## config.mk

```make
export PLATFORM = sky130hd
export DESIGN_NAME = lsu
export DESIGN_NICKNAME = d
export VERILOG_FILES = /design/src/rtl/lsu_pkg.sv /design/src/rtl/lsu_extend.sv /design/src/rtl/lsu.sv
export SDC_FILE = /design/constraint.sdc
export NUM_CORES = 1
export LEC_CHECK = 0
export ABC_AREA = 1
export BUFFER_PORTS_ARGS = -buffer_cell sky130_fd_sc_hd__buf_4
export CORE_UTILIZATION = 25
export CTS_CLUSTER_SIZE = 12
export DETAILED_ROUTE_END_ITERATION = 8
export PLACE_DENSITY = 0.48
export SYNTH_ARGS = -nofsm -noshare
export SYNTH_HDL_FRONTEND = slang
export SYNTH_SLANG_ARGS = --single-unit
```

## constraint.sdc

```tcl
create_clock -name i_clk -period 8.5 [get_ports i_clk]
set_input_delay 1.7 -clock i_clk [delete_from_list [all_inputs] [get_ports i_clk]]
set_output_delay 1.7 -clock i_clk [all_outputs]
set_load 0.01 [all_outputs]
```

## src/rtl/lsu_pkg.sv

```systemverilog
// Shared definitions for the load/store unit: access formats, FSM states and
// format decode helpers.
package lsu_pkg;

  localparam logic [2:0] FMT_B  = 3'b000;
  localparam logic [2:0] FMT_H  = 3'b001;
  localparam logic [2:0] FMT_W  = 3'b010;
  localparam logic [2:0] FMT_BU = 3'b100;
  localparam logic [2:0] FMT_HU = 3'b101;

  typedef enum logic [1:0] {IDLE, ACCESS, RESP} state_t;

  // Access size in bytes; illegal encodings report 4 but are rejected anyway.
  function automatic logic [2:0] fmt_size(input logic [2:0] fmt);
    case (fmt[1:0])
      2'b00:   fmt_size = 3'd1;
      2'b01:   fmt_size = 3'd2;
      default: fmt_size = 3'd4;
    endcase
  endfunction

  function automatic logic fmt_illegal(input logic [2:0] fmt, input logic we);
    fmt_illegal = (fmt == 3'b011) || (fmt == 3'b110) || (fmt == 3'b111) ||
                  (we && fmt[2]);
  endfunction

endpackage

```

## src/rtl/lsu_extend.sv

```systemverilog
// Load result extension: sign-extend b/h, zero-extend bu/hu, pass w through.
module lsu_extend
  import lsu_pkg::*;
(
  input  logic [2:0]  fmt,
  input  logic [31:0] data,
  output logic [31:0] ext
);

  always_comb begin
    case (fmt)
      FMT_B:   ext = {{24{data[7]}}, data[7:0]};
      FMT_H:   ext = {{16{data[15]}}, data[15:0]};
      FMT_BU:  ext = {24'h0, data[7:0]};
      FMT_HU:  ext = {16'h0, data[15:0]};
      default: ext = data;
    endcase
  end

endmodule

```

## src/rtl/lsu.sv

```systemverilog
// Load/store unit: one request per handshake, aligned single-beat access or
// misaligned byte-beat split with reassembly, one response per request.
module lsu
  import lsu_pkg::*;
#(
  parameter int SIZE = 1024
) (
  input  logic        i_clk,
  input  logic        i_rst_n,
  input  logic        i_req_valid,
  output logic        o_req_ready,
  input  logic        i_req_we,
  input  logic [2:0]  i_req_fmt,
  input  logic [31:0] i_req_addr,
  input  logic [31:0] i_req_wdata,
  output logic        o_rsp_valid,
  input  logic        i_rsp_ready,
  output logic [31:0] o_rsp_rdata,
  output logic        o_rsp_err,
  output logic [31:0] o_mem_addr,
  output logic [31:0] o_mem_w_data,
  output logic [2:0]  o_mem_fmt,
  output logic        o_mem_r_en,
  output logic        o_mem_w_en,
  input  logic [31:0] i_mem_r_data
);

  state_t      state, state_nxt;
  logic        we_q, err_q;
  logic [2:0]  fmt_q;
  logic [31:0] addr_q, wdata_q, buf_q;
  logic [1:0]  k_q, last_q;

  logic [2:0]  req_size;
  logic [32:0] req_end;
  logic        req_err, req_mis, accept, last_beat, mis_q;
  logic [1:0]  req_last;
  logic [31:0] ext_data;

  // Bounds check in 33 bits so an address near 2^32 cannot wrap into range.
  assign req_size  = fmt_size(i_req_fmt);
  assign req_end   = {1'b0, i_req_addr} + {30'b0, req_size} - 33'd1;
  assign req_err   = fmt_illegal(i_req_fmt, i_req_we) || (req_end >= 33'(SIZE));
  assign req_mis   = ((req_size == 3'd2) && i_req_addr[0]) ||
                     ((req_size == 3'd4) && (i_req_addr[1:0] != 2'b00));
  assign req_last  = req_mis ? 2'(req_size - 3'd1) : 2'd0;

  assign o_req_ready = i_rst_n && (state == IDLE);
  assign accept      = i_req_valid && o_req_ready;
  assign last_beat   = (k_q == last_q);
  assign mis_q       = (last_q != 2'd0);

  lsu_extend u_ext (
    .fmt  (fmt_q),
    .data (buf_q),
    .ext  (ext_data)
  );

  always_ff @(posedge i_clk or negedge i_rst_n) begin
    if (!i_rst_n) state <= IDLE;
    else          state <= state_nxt;
  end

  always_comb begin
    state_nxt    = state;
    o_rsp_valid  = 1'b0;
    o_rsp_rdata  = 32'h0;
    o_rsp_err    = 1'b0;
    o_mem_addr   = 32'h0;
    o_mem_w_data = 32'h0;
    o_mem_fmt    = FMT_B;
    o_mem_r_en   = 1'b0;
    o_mem_w_en   = 1'b0;
    case (state)
      IDLE: begin
        if (accept) state_nxt = req_err ? RESP : ACCESS;
      end
      ACCESS: begin
        o_mem_r_en = !we_q;
        o_mem_w_en = we_q;
        if (mis_q) begin
          o_mem_addr   = addr_q + {30'b0, k_q};
          o_mem_w_data = {24'h0, wdata_q[{k_q, 3'b000} +: 8]};
        end else begin
          o_mem_addr   = addr_q;
          o_mem_fmt    = {1'b0, fmt_q[1:0]};
          o_mem_w_data = wdata_q;
        end
        if (last_beat) state_nxt = RESP;
      end
      RESP: begin
        o_rsp_valid = 1'b1;
        o_rsp_err   = err_q;
        o_rsp_rdata = (we_q || err_q) ? 32'h0 : ext_data;
        if (i_rsp_ready) state_nxt = IDLE;
      end
      default: state_nxt = IDLE;
    endcase
  end

  always_ff @(posedge i_clk or negedge i_rst_n) begin
    if (!i_rst_n) begin
      we_q    <= 1'b0;
      err_q   <= 1'b0;
      fmt_q   <= 3'b000;
      addr_q  <= 32'h0;
      wdata_q <= 32'h0;
      buf_q   <= 32'h0;
      k_q     <= 2'd0;
      last_q  <= 2'd0;
    end else begin
      case (state)
        IDLE: begin
          if (accept) begin
            we_q    <= i_req_we;
            fmt_q   <= i_req_fmt;
            addr_q  <= i_req_addr;
            wdata_q <= i_req_wdata;
            err_q   <= req_err;
            last_q  <= req_last;
            k_q     <= 2'd0;
            buf_q   <= 32'h0;
          end
        end
        ACCESS: begin
          if (!we_q) begin
            if (mis_q) buf_q[{k_q, 3'b000} +: 8] <= i_mem_r_data[7:0];
            else       buf_q <= i_mem_r_data;
          end
          k_q <= last_beat ? 2'd0 : k_q + 2'd1;
        end
        default: ;
      endcase
    end
  end

endmodule

```

==> impl_metrics.ini <==
[logic_synthesis]
syn_nets = 1522
yosys_warnings = 0
ys_ff_latch = 107
yosys-top-cells-area = dfrtp_1, nand2_1, inv_1, ha_1, o21ai_0
synth_most_common_cell = nand2_1
ys_seq_area_share_pct = 30.4
muxShareOfSynthArea_pct = 0
synthXorXnorAreaFrac_pct = 0.497
synthArstFlopShare_pct = 100
netlist_instances = 1376
synth_cell_type_count = 49
synthAdderAreaFrac_pct = 6.13
yosys-top-cells-count = nand2_1, inv_1, nor2_1, dfrtp_1, o21ai_0
synth-simple-area-share_pct = 33.7
synthFlopType = dfrtp_1
avgSynthCellArea_um2 = 6.41
yosys.area.top_type = dfrtp_1
synth_edf_count = 0
synth_compound_area_share_pct = 16.6
synth_top_family_by_area = simple AND/OR/NAND/NOR gates
synth_top_area_share_pct = 30.4
synth_area_um2 = 8820

[drt]
num_vias = 9411
drt-pass1-iter-count = 5
wire_per_inst_um = 16.0
dr.first_iter.drc_count = 580
route.detailed.drc = 0
ant_nets = 0
vias_per_cell = 4.68
wirelength_um = 32200

[power_and_ir_drop]
ir_drop_uv = 132
power_switching_share_pct = 44.3
p_switching_w = 0.000889
p_int_w = 0.00112
comb_power_share_pct = 38.2
p_per_area_nw_per_um2 = 182
clkPwrFrac_pct = 19.4
leakage_nw = 5.61
p_seq_share_pct = 42.4

[place]
place_hpwl_um = 25800
pre_cts_ws_ps = 3270
port_buffers = 206
place_area_um2 = 10800
routabilityCongestion = 0.861

[sta]
tns_ps = 0
fin_crit_ps = 5670
setup_violations = 0
fin_ws_ps = 2830
max-slew-margin-rel_pct = 22.2
fmax_mhz = 176
finalMaxSlewViolations = 0
period_share_pct = 66.7
skew_ps = 6.20
worst_slew_pin_slew_ps = 1160
grt_setup_unrepaired = false
hold_violations = 0

[worst_hold_path]
hold_end = addr_q[31]
hold_path_depth = 2
hold_start = addr_q[31]
hp-class = reg -> reg

[critical_path]
cpLargestDelayFamily = simple AND/OR/NAND/NOR gates
end_kind = primary output
rrSetupSlack_ps = 5200
critPathRequiredTime_ps = 6800
path_cells = ha_1, inv_1, fa_1, nor3_4, nand2_1, nor3_1, nand4_1, nor4_1, o21ai_0, a21oi_1, buf_4
slowest_stage = dfrtp_1
cp_data_arrival_time_ps = 3970
start_kind = flop
r2r_start = state[1]
timing.rr.end = buf_q[21]
critPathMaxStageDelay_ps = 890
critical_path.max_fanout = 26
crit_type = reg -> out
crit_buf_inv = 2
r2r_cells = 9

[die]
initial_utilization_pct = 25.5
ios = 208
dieWidth_um = 190
coreArea_um2 = 34600
core.rowCount = 68
die_h_um = 190
dieArea_um2 = 36000

[clock_tree]
cts-hold-fix-buffers = 0
clock_sinks = 107
clk_pin_slew_worst_paths_ps = 70
cts_resized = 0
htree_num_levels = 3
clk_path_buf_depth = 2
clockRootBuffer = clkbuf_16
tritoncts = done
numCtsBuffers = 9
insertion_delay_ps = 360
post-cts-setup-buffers = 0

[global_routing]
antenna_found_initial = 0
grt_pass1_vias = 9047
grt_use_total_pct = 17.7
overflow = 0
grt_pass1_wl_um = 49500
grt_max_degree = 87

[cells_and_area]
antenna_cells = 0
fin_nets = 1699
utilization_pct = 31.9
area_delta_synth_final_pct = 25.2
final_cell_area_um2 = 11000
drive_gt1_share_pct = 18.5
register_area_um2 = 2680
fillers = 3935
multi_input_area_um2 = 5020

[flow_run]
max_cap_viol_count = 0

[outcome]
status = finished, final reports clean
worst register-to-register path: stages, from the launching register on:
cell,delay (ps)
dfrtp_1,430
nor2_2,220
and2_1,200
nand2_2,50
buf_4,340
inv_2,820
nor2_2,230
a21oi_2,400
nand2_1,300
o22ai_1,220
power by group through the flow:
stage / clock (W) / sequential, W / combinational [W]
2_1_floorplan: 0 / 0.000786 / 0.000564
3_3_place_gp: 0 / 0.000858 / 0.000763
3_5_place_dp: 0 / 0.000859 / 0.000772
4_1_cts: 0.000401 / 0.000851 / 0.000776
5_1_grt: 0.000418 / 0.000877 / 0.000883
6_report: 0.000389 / 0.000851 / 0.000766
per-stage QoR:
stage | std cells | hold WS, ps | total power (W)
after floorplan | 1376 | 453 | 0.00135
after global placement | 1997 | 473 | 0.00162
after detailed placement | 1997 | 478 | 0.00163
after CTS | 2011 | 494 | 0.00203
after global routing | 2011 | 522 | 0.00218
final | 2011 | 492 | 0.00201
kinds of logic (layout without fill, tap and decap cells):
kind of cell             count (synthesis)  in the layout
AO/OA/AOI/OAI                          246            246
XOR/XNOR                                 5              5
adder cells (fa/ha/maj)                 42             42
buffers and inverters                  294            474
flip-flops                             107            107
other                                    1              1
AND/OR/NAND/NOR                        681            681
final cells by class:
cell class,instances,area share (%)
inverter,249,8.47
sequential,107,24.3
multi-input combinational,975,45.5
tap,455,5.16
clock buffer,11,2.11
clock inverter,3,0.159
timing repair buffer,211,14.3
metal layers:
layer	global-route usage (%)	vias to the layer above	share of wire, %
met5	0	-	0
met2	29.7	284	46
li1	-	4759	-
met4	6.79	0	3.0
met1	23.2	4324	45
met3	2.05	44	5.3
state kept, by name, indices dropped and copies added (netlist names):
name	flops
addr_q	32
buf_q	32
wdata_q	32
fmt_q	3
k_q	2
last_q	2
state	2
err_q	1
we_q	1
cell usage in the layout (no fill, tap or decap), drive strengths merged, types with 3 or more instances in the layout:
master and count:
ha 40, xor2 3, nor3 35, clkinv 6
and3 3, clkbuf 11, o31ai 7, nand4 19
dfrtp 107, nand3 81, a32oi 8, nor2 136
buf 211, nand2 397, o22ai 17, a21oi 80
nand3b 4, o21bai 6, a22oi 8, inv 245
a32o 8, o21ai 98, nor4 4, a221oi 8
worst max-delay path by stage:
stage               slack (ps)        endpoint  cells past startpoint   start
global placement          3240  o_mem_addr[30]                     11  k_q[0]
detailed placement        3270  o_mem_addr[30]                     11  k_q[0]
floorplan                 4160  o_mem_addr[26]                     14  k_q[1]
finish                    2830  o_mem_addr[30]                     11  k_q[0]
CTS                       2860  o_mem_addr[30]                     11  k_q[0]
global route              2640  o_mem_addr[30]                     10  k_q[1]
Power figures use the tool's default switching activity.
